`src/rtl/mem_bus_responder_pkg.sv`:
```
`default_nettype none
// ============================================================================
// Module   : mem_bus_responder_pkg
// Purpose  : Size encodings and FSM state type shared by the memory responder.
// Revision : 1.0 - initial release
// ============================================================================
package mem_bus_responder_pkg;

  localparam logic [1:0] SIZE_BYTE = 2'b00;
  localparam logic [1:0] SIZE_HALF = 2'b01;
  localparam logic [1:0] SIZE_WORD = 2'b10;

  typedef enum logic [1:0] {
    ST_IDLE = 2'd0,
    ST_BUS  = 2'd1,
    ST_DONE = 2'd2
  } state_t;

endpackage
`default_nettype wire

```
`src/rtl/mem_lane_format.sv`:
```
`default_nettype none
// ============================================================================
// Module   : mem_lane_format
// Purpose  : Combinational byte-lane steering: store replicate/strobe and
//            load lane extract with sign/zero extension.
// Revision : 1.0 - initial release
// ============================================================================
module mem_lane_format
  import mem_bus_responder_pkg::*;
(
  input  logic [1:0]  size,
  input  logic        is_signed,
  input  logic [1:0]  addr_lo,
  input  logic [31:0] store_data,
  input  logic [31:0] rdata,
  output logic [31:0] store_wdata,
  output logic [3:0]  store_wstrb,
  output logic [31:0] load_data
);

  logic [7:0]  w_lane8;
  logic [15:0] w_lane16;

  always_comb begin
    store_wdata = store_data;
    store_wstrb = 4'b1111;
    load_data   = rdata;
    w_lane8     = rdata[{addr_lo, 3'b000} +: 8];
    w_lane16    = addr_lo[1] ? rdata[31:16] : rdata[15:0];
    case (size)
      SIZE_BYTE: begin
        store_wdata = {4{store_data[7:0]}};
        store_wstrb = 4'b0001 << addr_lo;
        load_data   = {{24{is_signed & w_lane8[7]}}, w_lane8};
      end
      SIZE_HALF: begin
        store_wdata = {2{store_data[15:0]}};
        store_wstrb = 4'b0011 << {addr_lo[1], 1'b0};
        load_data   = {{16{is_signed & w_lane16[15]}}, w_lane16};
      end
      default: begin
        store_wdata = store_data;
        store_wstrb = 4'b1111;
        load_data   = rdata;
      end
    endcase
  end

endmodule
`default_nettype wire

```
`src/rtl/mem_bus_responder.sv`:
```
`default_nettype none
// ============================================================================
// Module   : mem_bus_responder
// Purpose  : Turns core load/store strobes into a single valid/ready external
//            bus transaction and formats the returned load data.
//            Optional bus wait limit enabled by defining DBUS_TIMEOUT_EN.
// Revision : 1.0 - initial release
// ============================================================================
module mem_bus_responder #(
  parameter int TIMEOUT_CYCLES = 255
) (
  input  logic        clk,
  input  logic        rst_n,
  input  logic [31:0] mem_address,
  input  logic [31:0] mem_store_data,
  input  logic [1:0]  mem_size,
  input  logic        mem_signed,
  input  logic        mem_load,
  input  logic        mem_store,
  output logic [31:0] mem_load_data,
  output logic        mem_busy,
  output logic        ext_valid,
  output logic        ext_write,
  output logic [31:0] ext_address,
  output logic [31:0] ext_wdata,
  output logic [3:0]  ext_wstrb,
  input  logic        ext_ready,
  input  logic [31:0] ext_rdata,
  output logic        bus_error
);

  import mem_bus_responder_pkg::*;

  state_t      r_state;
  logic [31:0] r_addr;
  logic [31:0] r_store_data;
  logic [1:0]  r_size;
  logic        r_signed;
  logic        r_is_store;
  logic [31:0] r_load_data;

  logic        w_req;
  logic [31:0] w_wdata;
  logic [3:0]  w_wstrb;
  logic [31:0] w_load_fmt;

  assign w_req = mem_load | mem_store;

  mem_lane_format u_lane_format (
    .size        (r_size),
    .is_signed   (r_signed),
    .addr_lo     (r_addr[1:0]),
    .store_data  (r_store_data),
    .rdata       (ext_rdata),
    .store_wdata (w_wdata),
    .store_wstrb (w_wstrb),
    .load_data   (w_load_fmt)
  );

  generate
    if (TIMEOUT_CYCLES < 1) begin : g_tmo_cfg_invalid
      $error("TIMEOUT_CYCLES must be at least 1");
    end
  endgenerate

`ifdef DBUS_TIMEOUT_EN
  localparam int TMO_W = $clog2(TIMEOUT_CYCLES + 1);
  localparam logic [TMO_W-1:0] TMO_LAST = TMO_W'(TIMEOUT_CYCLES - 1);

  logic [TMO_W-1:0] r_tmo_cnt;
  logic             r_bus_error;
`endif

  always_ff @(posedge clk or negedge rst_n) begin
    if (!rst_n) begin
      r_state      <= ST_IDLE;
      r_addr       <= 32'h0;
      r_store_data <= 32'h0;
      r_size       <= SIZE_BYTE;
      r_signed     <= 1'b0;
      r_is_store   <= 1'b0;
      r_load_data  <= 32'h0;
`ifdef DBUS_TIMEOUT_EN
      r_tmo_cnt    <= '0;
      r_bus_error  <= 1'b0;
`endif
    end else begin
`ifdef DBUS_TIMEOUT_EN
      r_bus_error <= 1'b0;
`endif
      case (r_state)
        ST_IDLE: begin
          if (w_req) begin
            r_addr       <= mem_address;
            r_store_data <= mem_store_data;
            r_size       <= mem_size;
            r_signed     <= mem_signed;
            r_is_store   <= mem_store;
            r_state      <= ST_BUS;
`ifdef DBUS_TIMEOUT_EN
            r_tmo_cnt    <= '0;
`endif
          end
        end
        ST_BUS: begin
          // Ready on the limit cycle still completes normally.
          if (ext_ready) begin
            if (!r_is_store) begin
              r_load_data <= w_load_fmt;
            end
            r_state <= ST_DONE;
`ifdef DBUS_TIMEOUT_EN
            r_tmo_cnt <= '0;
          end else if (r_tmo_cnt == TMO_LAST) begin
            r_load_data <= 32'h0;
            r_bus_error <= 1'b1;
            r_tmo_cnt   <= '0;
            r_state     <= ST_DONE;
          end else begin
            r_tmo_cnt <= r_tmo_cnt + 1'b1;
`endif
          end
        end
        ST_DONE: begin
          r_state <= ST_IDLE;
        end
        default: begin
          r_state <= ST_IDLE;
        end
      endcase
    end
  end

  assign ext_valid     = (r_state == ST_BUS);
  assign ext_write     = ext_valid & r_is_store;
  assign ext_address   = {r_addr[31:2], 2'b00};
  assign ext_wdata     = w_wdata;
  assign ext_wstrb     = ext_write ? w_wstrb : 4'b0000;
  assign mem_load_data = r_load_data;
  // Busy drops together with ext_valid while reset is held.
  assign mem_busy      = rst_n & (ext_valid | ((r_state == ST_IDLE) & w_req));

`ifdef DBUS_TIMEOUT_EN
  assign bus_error = r_bus_error;
`else
  assign bus_error = 1'b0;
`endif

endmodule
`default_nettype wire

```
`config.mk`:
```
export PLATFORM = sky130hd
export DESIGN_NAME = mem_bus_responder
export DESIGN_NICKNAME = d
export VERILOG_FILES = /design/src/rtl/mem_bus_responder_pkg.sv /design/src/rtl/mem_lane_format.sv /design/src/rtl/mem_bus_responder.sv
export SDC_FILE = /design/constraint.sdc
export NUM_CORES = 1
export LEC_CHECK = 0
export BUFFER_PORTS_ARGS = -buffer_cell sky130_fd_sc_hd__clkbuf_2
export CORE_UTILIZATION = 30
export CTS_CLUSTER_DIAMETER = 200
export DETAILED_ROUTE_END_ITERATION = 8
export PLACE_DENSITY = 0.58
export SLEW_MARGIN = 20
export SYNTH_ARGS = -nofsm -noshare
export SYNTH_HDL_FRONTEND = slang
export SYNTH_SLANG_ARGS = --single-unit
```
`constraint.sdc`:
```
create_clock -name clk -period 2.4 [get_ports clk]
set_clock_uncertainty 0.1 [all_clocks]
set_input_delay 0.36 -clock clk [delete_from_list [all_inputs] [get_ports clk]]
set_output_delay 0.36 -clock clk [all_outputs]
set_load 0.01 [all_outputs]
```
==> Implementation_results.wiki, run 1 <==
{| class="wikitable"
! Metric !! Value
|-
| Standby leakage power || 3.087 nW
|-
| Filler cell count || ~1,700
|-
| Worst voltage drop across the vdd grid || between 500 and 600 µV
|-
| Pre-CTS WS || about 380 ps
|-
| Portion of the post-synthesis area used by sequential elements || around half
|-
| Kind of end point of the critical path || primary output
|-
| Number of failing hold endpoints at the final stage || 10
|-
| Die Y || 133.8 µm
|-
| Largest fanout of any net on the critical path || 8
|-
| Critical path class || reg2out
|-
| Library cells used by synthesis || 37
|-
| Post-DRT Antenna Nets || 0
|-
| Ordered list of cells on the worst path || nor2_2 > mux2_2 > clkbuf_2
|-
| Part of the cycle the worst path needs || between 90 and 100%
|-
| Clock input transition at the sequential cells of the worst setup and hold paths || 70 ps
|-
| Initial Utilization || around 31%
|-
| Sequential cell area || between 0.002 and 0.003 mm²
|-
| Area added between synthesis and finish || 24.71%
|-
| Number of antenna violations at the first check in global routing || 0
|-
| Wire per inst || ~17 µm
|-
| Die width || about 130 µm
|-
| PostCTS Resize Cnt || 0
|-
| Post-synthesis area per instance || 11.45 µm²
|-
| Setup Buffers After CTS || 0
|-
| Overall fraction of global-route tracks in use || between 10% and 20%
|-
| Count of TritonRoute iterations in the first routing pass || 4
|-
| Result of the run || complete, but fails checks
|-
| First-pass GRT wire length || approximately 22,000 µm
|-
| Number of port buffers || a little over 200
|-
| Number of global-route vias before repair || approximately 4,200
|-
| Cell Area, Synth || around 0.0052 mm²
|-
| Worst slack on hold paths || -10.95 ps
|-
| Setup crit start kind || flip-flop
|-
| Cell class contributing the biggest share of worst-path delay || flip-flops
|-
| Number of buffers between clock root and the deepest sink || 2
|-
| Placeable core region || 0.01676 mm²
|-
| Number of standard-cell rows in the floorplan || 47
|-
| Largest net degree at the start of global routing || 103
|-
| Register bit total from synthesis || 102
|-
| Biggest cell delay along the critical path || 430 ps
|-
| Routed wire length || 13,960 µm
|-
| Clock tree root buffer cell || sky130_fd_sc_hd__clkbuf_16
|-
| Placer congestion estimate || 0.8879
|-
| CTS tree || yes
|-
| DRC violation total after the first TritonRoute iteration || 174
|-
| Area of the die || roughly 0.018 mm²
|-
| Max-capacitance violation count || 0
|-
| Number of H-tree levels || 3
|-
| Number of synthesized flops with an enable pin || 0
|-
| Post-layout total power || roughly 9.5 mW
|-
| Setup TNS Final || 0 ps
|-
| Via density per instance || ~4.8
|-
| Worst EP arrival || approximately 1800 ps
|-
| Count of buffering cells on the critical path with inverters included || 1
|-
| Reg2reg path depth || 3
|-
| Flip-flop cell with the highest count after synthesis || sky130_fd_sc_hd__dfrtp_1
|-
| Post-CTS Hold Buffers || 0
|-
| Count of clock tree sinks || ~100
|-
| Unrepaired setup endpoints after global routing || no
|-
| Total inserted antenna cells || 0
|-
| Number of top-level pins || 208
|-
| Final worst slack || roughly 190 ps
|-
| Measured slew at the worst slew-check pin || between 500 and 600 ps
|-
| Final slew viol count || 0
|-
| Via Count || 4,003
|-
| Cell with the largest stage delay on the worst path || sky130_fd_sc_hd__dfrtp_2
|-
| Total number of yosys warnings || 0
|-
| Normalized max-slew margin || 62.68%
|-
| CP Data Required Time || 1940 ps
|-
| Minimum clock period || between 2000 and 2500 ps
|-
| Half-perimeter wire length after placement || 10,190 µm
|-
| Area of the multi-input gates || about 0.0022 mm²
|-
| WP depth || 3
|-
| Final number of setup-violating endpoints || 0
|-
| DRC violation count after routing || 0
|-
| Later-pin clock latency in the skew report || between 300 and 400 ps
|-
| Fraction of final layout cells sized beyond drive strength 1 || approximately 52%
|-
| Number of nets in the layout || about 700
|-
| Mapped Cells || 455
|-
| Ys async rst share || 100.0%
|-
| Total power per unit cell area || 1459 mW/mm²
|-
| Number of buffers created by CTS || 9
|-
| Worst Hold Class || in2async
|-
| Violations in the final reports || negative hold slack
|-
| Highest clock frequency the design can meet || about 450 MHz
|-
| Aggregate global routing overflow || 0
|}
-- stage by stage --
stage	instances	utilization (%)	hold slack (ps)	cell area, µm²
3_3_place_gp	818	36.84	374.6	6175
4_1_cts	834	38.78	25.10	6499
5_1_grt	834	38.78	36.88	6499
3_5_place_dp	818	36.84	384.2	6175
2_1_floorplan	457	-	-35.59	5219
6_report	834	38.78	-10.95	6499
-- final timing paths --
kind / end / startpoint / slack (ps)
max: ext_wdata[11] / r_size[1]$_DFFE_PN0P_ / 190
min: r_state[1]$_DFFE_PN0P_ / rst_n / -10
max reg2reg: mem_load_data[15]$_DFFE_PN0P_ / r_addr[0]$_DFFE_PN0P_ / 360
min reg2reg: r_addr[9]$_DFFE_PN0P_ / r_addr[9]$_DFFE_PN0P_ / 390
max in group asynchronous: r_addr[18]$_DFFE_PN0P_ / rst_n / 1790
min in group clk: r_addr[9]$_DFFE_PN0P_ / mem_address[9] / 130
-- power by group --
part           internal (mW)  switching, mW  leakage [nW]
sequential              2.61          0.632          1.18
clock                  0.939          0.658         0.154
combinational           2.19           2.46          1.75
total                   5.73           3.75          3.09
-- per-layer routing --
layer,GRT usage (%),wire length [µm],up-vias
met2,27.58,6937,179
met4,6.061,239,0
met5,0,0,-
met1,19.53,5815,1945
met3,4.082,968,16
li1,-,-,1863
-- cell families (layout without fill, tap and decap cells) --
group,after synthesis,in the layout,share of synthesized area [%]
flops,102,102,48.98
simple gates,75,75,6.987
compound gates,96,96,12.44
other cells,1,3,0.07196
buf+inv,78,235,9.388
mux,103,103,22.14
-- worst register-to-register path, cell delays in order, from the launching register on --
cell                      delay [ps]
sky130_fd_sc_hd__dfrtp_1         560
sky130_fd_sc_hd__mux4_1          590
sky130_fd_sc_hd__or3b_1          520
sky130_fd_sc_hd__a31oi_4         140
-- state kept, by name (all words and copies together) (netlist names) --
register       cells
mem_load_data     32
r_signed           1
r_addr            32
r_is_store         1
r_store_data      32
r_size             2
r_state            2
-- layout by cell type (no fill, tap or decap), drive strengths merged, types with 2 or more instances in the layout --
| cell | instances |
|---|---|
| o22a | 7 |
| nor2 | 34 |
| nand2b | 2 |
| conb | 3 |
| o21ai | 26 |
| mux2i | 17 |
| dfrtp | 102 |
| clkinv | 2 |
| nand3b | 2 |
| a31oi | 2 |
| clkbuf | 213 |
| nand2 | 23 |
| clkinvlp | 2 |
| inv | 5 |
| nor4bb | 7 |
| or3b | 2 |
| a221oi | 6 |
| mux2 | 85 |
| a21oi | 50 |
| bufinv | 2 |
| buf | 11 |
-- layout make-up --
type,instances,share of cell area (%)
flip-flops and latches,102,39.30
multi-input cells,277,33.90
repair buffers,214,17.29
well taps,220,4.236
clock buffers,10,3.677
clock inverters,6,1.309
inverters,5,0.2888
-- cells in the mapped netlist, types with 3 or more instances --
cell type | count | area share [%]
sky130_fd_sc_hd__o22a_1 | 7 | 1.2
sky130_fd_sc_hd__mux2i_1 | 17 | 3.3
sky130_fd_sc_hd__a21oi_1 | 34 | 3.3
sky130_fd_sc_hd__buf_6 | 3 | 0.65
sky130_fd_sc_hd__o21ai_1 | 9 | 0.86
sky130_fd_sc_hd__a21oi_2 | 16 | 2.7
sky130_fd_sc_hd__dfrtp_1 | 102 | 49
sky130_fd_sc_hd__nand2_1 | 23 | 1.7
sky130_fd_sc_hd__o21ai_0 | 17 | 1.6
sky130_fd_sc_hd__a221oi_1 | 6 | 1.0
sky130_fd_sc_hd__nor4bb_1 | 7 | 1.3
sky130_fd_sc_hd__buf_2 | 15 | 1.4
sky130_fd_sc_hd__mux2_2 | 67 | 14
sky130_fd_sc_hd__inv_1 | 5 | 0.36
sky130_fd_sc_hd__mux2_1 | 18 | 3.9
sky130_fd_sc_hd__nor2_1 | 33 | 2.4
sky130_fd_sc_hd__clkbuf_1 | 11 | 0.79
sky130_fd_sc_hd__buf_4 | 41 | 5.9
Note: power is estimated with default switching activity, not from simulation.
==> run 2, diff against run 1 <==
--- a/config.mk
+++ b/config.mk
@@ -6,10 +6,11 @@
 export NUM_CORES = 1
 export LEC_CHECK = 0
 export BUFFER_PORTS_ARGS = -buffer_cell sky130_fd_sc_hd__clkbuf_2
+export CORE_MARGIN = 4
 export CORE_UTILIZATION = 30
 export CTS_CLUSTER_DIAMETER = 200
 export DETAILED_ROUTE_END_ITERATION = 8
-export PLACE_DENSITY = 0.58
+export PLACE_DENSITY = 0.6
 export SLEW_MARGIN = 20
 export SYNTH_ARGS = -nofsm -noshare
 export SYNTH_HDL_FRONTEND = slang
==> constraint.sdc (replaced) <==
create_clock -name clk -period 2 [get_ports clk]
set_clock_uncertainty 0.1 [all_clocks]
set_input_delay 0.3 -clock clk [delete_from_list [all_inputs] [get_ports clk]]
set_output_delay 0.3 -clock clk [all_outputs]
set_load 0.01 [all_outputs]
==> run 2 against run 1 <==
Against the previous run:
- hold slack better by 74 ps
- the flow now finishes without violations
- critical path depth is 1 higher
- clock power is 11% higher
- critical path type unchanged
- largest power group unchanged
- non-clock buffer count is 9 higher
- die area is 9.2% higher
- sequential power is 20% higher
==> Implementation_results.wiki, run 2 (synthesis results as in run 1) <==
{| class="wikitable"
! Metric !! Value
|-
| First-pass GRT wire length || between 20,000 and 25,000 µm
|-
| Count of clock tree sinks || around 100
|-
| DRC violation count after routing || 0
|-
| Cell class contributing the biggest share of worst-path delay || flip-flops
|-
| Placer congestion estimate || around 0.84
|-
| Normalized max-slew margin || between 60 and 70%
|-
| Number of antenna violations at the first check in global routing || 0
|-
| Seq pwr share || about 34%
|-
| Number of port buffers || 204
|-
| Net switching power of the design || about 4.6 mW
|-
| Via Count || ~4,000
|-
| Worst voltage drop across the vdd grid || a little over 700 µV
|-
| Clock input transition at the sequential cells of the worst setup and hold paths || 70 ps
|-
| Via density per instance || ~4.8
|-
| Part of the cycle the worst path needs || between 90% and 100%
|-
| Overall fraction of global-route tracks in use || around 15%
|-
| Most frequent standard cell in the layout excluding fill and tap cells || sky130_fd_sc_hd__clkbuf_2
|-
| Commonest cells after routing, fill and taps aside || 203 x sky130_fd_sc_hd__clkbuf_2, 99 x sky130_fd_sc_hd__dfrtp_1, 67 x sky130_fd_sc_hd__mux2_2
|-
| Wire per inst || approximately 17 µm
|-
| Number of failing hold endpoints at the final stage || 0
|-
| Later-pin clock latency in the skew report || about 340 ps
|-
| Number of H-tree levels || 3
|-
| Die Y || 139.8 µm
|-
| Met1 capacity usage during global routing || between 10% and 20%
|-
| Biggest cell delay along the critical path || approximately 430 ps
|-
| DRC violation total after the first TritonRoute iteration || between 150 and 200
|-
| Critical path class || reg2out
|-
| Aggregate global routing overflow || 0
|-
| Ordered list of cells on the worst path || nor2_2 > buf_6 > mux2_2 > clkbuf_2
|-
| Die width || roughly 140 µm
|-
| Area of the die || roughly 0.020 mm²
|-
| Power share of the clock group || roughly 16%
|-
| Standby leakage power || ~3.1 nW
|-
| Minimum clock period || slightly below 2000 ps
|-
| Count of TritonRoute iterations in the first routing pass || 6
|-
| Fin util || 39.16%
|-
| Post-DRT Antenna Nets || 0
|-
| Worst EP arrival || 1550 ps
|-
| Final slew viol count || 0
|-
| Pre-CTS WS || about 190 ps
|-
| Unrepaired setup endpoints after global routing || no
|-
| Final worst slack || between 40 and 50 ps
|-
| Number of standard-cell rows in the floorplan || between 40 and 50
|-
| Worst Hold Class || in2reg
|-
| Gr busiest metal || met2
|-
| GR Layer Usage met3 || under 10%
|-
| Measured slew at the worst slew-check pin || around 570 ps
|-
| Kind of end point of the critical path || primary output
|-
| Post-layout total power || 11.48 mW
|-
| Met2 Use GR || between 20% and 30%
|-
| Number of nets in the layout || 722
|-
| Number of buffers created by CTS || 9
|-
| Final instance area || ~0.0066 mm²
|-
| Count of buffering cells on the critical path with inverters included || 2
|-
| Highest clock frequency the design can meet || 512.2 MHz
|-
| Setup TNS Final || 0 ps
|-
| Number of global-route vias before repair || roughly 4,400
|-
| Proportion of power drawn by combinational gates || 50.5%
|-
| Final number of setup-violating endpoints || 0
|-
| CTS tree || yes
|-
| Initial Utilization || 30.98%
|-
| Clock tree root buffer cell || sky130_fd_sc_hd__clkbuf_16
|-
| Max-capacitance violation count || 0
|-
| Result of the run || finished clean
|-
| Switching power share of the total || between 30% and 40%
|-
| Largest net degree at the start of global routing || 103
|-
| Total inserted antenna cells || 0
|-
| Largest fanout of any net on the critical path || 8
|-
| Routed wire length || 14,510 µm
|-
| Setup crit start kind || flip-flop
|-
| Number of top-level pins || between 200 and 250
|-
| CP Data Required Time || around 1600 ps
|-
| Instance area at placement || just over 0.006 mm²
|-
| Internal Power || 6.925 mW
|-
| Placeable core region || about 0.017 mm²
|-
| Half-perimeter wire length after placement || ~11,000 µm
|-
| Number of buffers between clock root and the deepest sink || 2
|-
| Cell with the largest stage delay on the worst path || sky130_fd_sc_hd__dfrtp_2
|-
| Fraction of final layout cells sized beyond drive strength 1 || approximately 53%
|-
| Area added between synthesis and finish || 26.39%
|-
| Total power per unit cell area || ~1700 mW/mm²
|}
## run 2: cell types whose count changed in the layout (fill, tap and decap cells not counted)
cell,change
sky130_fd_sc_hd__clkinv_4,+1
sky130_fd_sc_hd__o21ai_1,+1
sky130_fd_sc_hd__clkinv_2,-1
sky130_fd_sc_hd__dfrtp_2,+2
sky130_fd_sc_hd__bufinv_16,-1
sky130_fd_sc_hd__o21ai_0,-1
sky130_fd_sc_hd__and2b_1,-1
sky130_fd_sc_hd__buf_4,+3
sky130_fd_sc_hd__buf_6,+3
sky130_fd_sc_hd__buf_12,+2
sky130_fd_sc_hd__clkbuf_1,+1
sky130_fd_sc_hd__and2b_2,+1
sky130_fd_sc_hd__dfrtp_1,-2
sky130_fd_sc_hd__dlygate4sd3_1,+1
## run 2: layout make-up
class / instances / area [µm²]
inverter: 5 / 18.77
sequential: 102 / 2556
fill: 1707 / 10230
tap: 220 / 275.3
timing repair buffer: 223 / 1230
clock inverter: 5 / 58.81
multi-input combinational: 277 / 2205
clock buffer: 11 / 242.7
## run 2: final timing paths
| path | from | cells after the start | slack, ps | endpoint |
|---|---|---|---|---|
| worst max-delay path | r_size[1]$_DFFE_PN0P_ | 4 | 50 | ext_wdata[15] |
| worst min-delay path | mem_store_data[30] | 2 | 60 | r_store_data[30]$_DFFE_PN0P_ |
| worst max register to register | r_size[1]$_DFFE_PN0P_ | 6 | 220 | mem_load_data[15]$_DFFE_PN0P_ |
| worst min register to register | r_addr[12]$_DFFE_PN0P_ | 1 | 400 | r_addr[12]$_DFFE_PN0P_ |
| max in group asynchronous | rst_n | 3 | 880 | r_size[0]$_DFFE_PN0P_ |
| min in group asynchronous | rst_n | 3 | 500 | r_state[1]$_DFFE_PN0P_ |
## run 2: power groups by stage
stage                     logic (mW)  registers [mW]  clock network (mW)
final                           5.80            3.89                1.78
after global placement          5.66            3.90                   0
after floorplan                 4.15            3.80                   0
after global routing            6.30            4.04                1.94
after detailed placement        5.78            3.96                   0
after CTS                       5.87            3.91                1.85
## run 2: through the flow
stage	hold slack (ps)	instances
after floorplan	-95.59	457
after global placement	340.4	823
after detailed placement	341.6	823
after CTS	46.19	842
after global routing	57.67	843
final	62.93	843
## run 2: routing by layer
metal  vias to the layer above  part of all wire (%)
met5                         -                     0
met4                         0                   2.0
met3                        22                   8.1
met2                       166                    51
met1                      1979                    39
li1                       1882                     -
## run 2: what timing repair did
item / in CTS / in global routing
resized for setup: 4 / 3
setup endpoints to repair: 16 / 13
hold buffers: 1 / 0
setup buffers: 2 / 1
endpoints found under the hold margin: 102 / 0
==> run 3, diff against run 2 <==
--- a/config.mk
+++ b/config.mk
@@ -5,13 +5,13 @@
 export SDC_FILE = /design/constraint.sdc
 export NUM_CORES = 1
 export LEC_CHECK = 0
-export BUFFER_PORTS_ARGS = -buffer_cell sky130_fd_sc_hd__clkbuf_2
+export BUFFER_PORTS_ARGS = -buffer_cell sky130_fd_sc_hd__buf_4
 export CORE_MARGIN = 4
 export CORE_UTILIZATION = 30
 export CTS_CLUSTER_DIAMETER = 200
+export CTS_CLUSTER_SIZE = 14
 export DETAILED_ROUTE_END_ITERATION = 8
 export PLACE_DENSITY = 0.6
-export SLEW_MARGIN = 20
 export SYNTH_ARGS = -nofsm -noshare
 export SYNTH_HDL_FRONTEND = slang
 export SYNTH_SLANG_ARGS = --single-unit
==> run 3 against run 2 <==
Against the previous run:
- cell count decreased by 0.36%
- wire length grew 0.80%
- count of clock-buffer cells in the layout is 1 lower
- critical endpoint unchanged
==> Implementation_results.wiki, run 3 (synthesis results as in run 1) <==
{| class="wikitable"
! Metric !! Value
|-
| Result of the run || finished clean
|-
| Final instance area || ~0.0070 mm²
|-
| Number of H-tree levels || 3
|-
| Number of antenna violations at the first check in global routing || 0
|-
| Fraction of final layout cells sized beyond drive strength 1 || between 50% and 60%
|-
| First-pass GRT wire length || ~23,000 µm
|-
| Filler cell count || roughly 1,600
|-
| Number of failing hold endpoints at the final stage || 0
|-
| Unrepaired setup endpoints after global routing || yes
|-
| Worst EP arrival || ~1600 ps
|-
| Placeable core region || approximately 0.017 mm²
|-
| Via density per instance || approximately 4.8
|-
| Via Count || 3,994
|-
| Cell with the largest stage delay on the worst path || sky130_fd_sc_hd__dfrtp_2
|-
| Die width || ~140 µm
|-
| Number of buffers created by CTS || 9
|-
| Number of global-route vias before repair || 4,222
|-
| Setup crit start kind || flip-flop
|-
| Half-perimeter wire length after placement || about 11,000 µm
|-
| Commonest cells after routing, fill and taps aside || 213 x sky130_fd_sc_hd__buf_4, 99 x sky130_fd_sc_hd__dfrtp_1, 67 x sky130_fd_sc_hd__mux2_2
|-
| Area of the die || about 0.020 mm²
|-
| Fin cells || 840
|-
| Part of the cycle the worst path needs || ~100%
|-
| Minimum clock period || ~2000 ps
|-
| Ordered list of cells on the worst path || nor2_2 > buf_6 > mux2_2 > buf_4
|-
| Number of standard-cell rows in the floorplan || 47
|-
| Aggregate global routing overflow || 0
|-
| DRC violation total after the first TritonRoute iteration || about 130
|-
| Number of top-level pins || between 200 and 250
|-
| Final slew viol count || 0
|-
| Biggest cell delay along the critical path || 440 ps
|-
| Largest fanout of any net on the critical path || 8
|-
| Placed instance count || between 800 and 900
|-
| Total inserted antenna cells || 0
|-
| Area added between synthesis and finish || 35.20%
|-
| Number of nets in the layout || approximately 700
|-
| Largest net degree at the start of global routing || roughly 100
|-
| Worst voltage drop across the vdd grid || 798.9 µV
|-
| Later-pin clock latency in the skew report || ~340 ps
|-
| Final number of setup-violating endpoints || 0
|-
| Post-layout total power || 11.97 mW
|-
| Number of buffers between clock root and the deepest sink || 2
|-
| Placer congestion estimate || 0.8363
|-
| Clock input transition at the sequential cells of the worst setup and hold paths || roughly 70 ps
|-
| Instance area at placement || roughly 0.0067 mm²
|-
| Count of clock tree sinks || around 100
|-
| Measured slew at the worst slew-check pin || 598.5 ps
|-
| Initial Utilization || a little under a third
|-
| Normalized max-slew margin || 60.10%
|-
| Wire per inst || around 17 µm
|-
| CP Data Required Time || ~1600 ps
|-
| Critical path class || reg2out
|-
| Standby leakage power || roughly 3.2 nW
|-
| Worst Hold Class || in2reg
|-
| Number of port buffers || a little over 200
|-
| Worst slack on hold paths || ~66 ps
|-
| Clock tree root buffer cell || sky130_fd_sc_hd__clkbuf_16
|-
| Total power per unit cell area || ~1700 mW/mm²
|-
| Highest clock frequency the design can meet || about 510 MHz
|-
| Count of TritonRoute iterations in the first routing pass || 4
|-
| Routed wire length || around 15,000 µm
|-
| Max-capacitance violation count || 0
|-
| CTS tree || yes
|-
| Die Y || between 100 and 150 µm
|-
| Most frequent standard cell in the layout excluding fill and tap cells || sky130_fd_sc_hd__buf_4
|-
| DRC violation count after routing || 0
|-
| Kind of end point of the critical path || primary output
|-
| Fin util || 41.89%
|-
| Overall fraction of global-route tracks in use || ~15%
|-
| Post-DRT Antenna Nets || 0
|}
==> run 3: critical path: cells and delay by family (launching register included) <==
| family | cells | cell delay [ps] |
|---|---|---|
| buffers and inverters | 2 | 310 |
| flip-flops | 1 | 440 |
| multiplexers | 1 | 360 |
| AND/OR/NAND/NOR | 1 | 130 |
==> run 3: metal layers <==
metal / global-route usage (%) / up-vias / share of wire (%)
met5: 0 / - / 0
met4: 2.295 / 0 / 0.67
met3: 6.312 / 7 / 8.5
met2: 25.47 / 144 / 51
met1: 17.67 / 1962 / 40
li1: - / 1881 / -
==> run 3: stage by stage <==
stage / worst slack (ps) / setup TNS [ps]
global placement: 333.0 / 0
CTS: -3.970 / -3.970
global route: -37.77 / -272.1
detailed placement: 259.6 / 0
floorplan: 230.6 / 0
finish: 25.31 / 0
==> run 3: worst paths after layout <==
check,from,endpoint,slack [ps],depth (start not counted)
max,r_size[0]$_DFFE_PN0P_,ext_wdata[15],30,4
min,mem_store_data[30],r_store_data[30]$_DFFE_PN0P_,70,2
max reg2reg,r_size[0]$_DFFE_PN0P_,mem_load_data[19]$_DFFE_PN0P_,170,5
min in group asynchronous,rst_n,mem_load_data[2]$_DFFE_PN0P_,450,3
max in group asynchronous,rst_n,r_store_data[7]$_DFFE_PN0P_,860,3
min reg2reg,r_addr[8]$_DFFE_PN0P_,r_addr[8]$_DFFE_PN0P_,400,1
==> run 3: layout make-up <==
cell class / count / area [µm²] / area share [%]
clock buffers: 10 / 239.0 / 3.392
repair buffers: 220 / 1703 / 24.17
well taps: 220 / 275.3 / 3.907
clock inverters: 6 / 46.29 / 0.6571
multi-input cells: 277 / 2207 / 31.33
flip-flops and latches: 102 / 2556 / 36.28
inverters: 5 / 18.77 / 0.2664
==> run 3: what timing repair did <==
| item | 4_1_cts | 5_1_grt |
|---|---|---|
| gates cloned | 0 | 0 |
| buffers inserted | 0 | 1 |
| endpoints found under the setup margin | 17 | 13 |
| hold endpoints to repair | 102 | 0 |
| hold buffers | 1 | 0 |
| pin swaps | 0 | 1 |
| resized for setup | 3 | 4 |
==> run 3: report_power, final <==
part	switching [mW]	leakage, nW	internal [mW]	total [mW]
sequential	0.732	1.18	3.13	3.86
combinational	3.00	1.92	3.41	6.42
clock	0.811	0.135	0.886	1.70
total	4.54	3.23	7.43	12.0
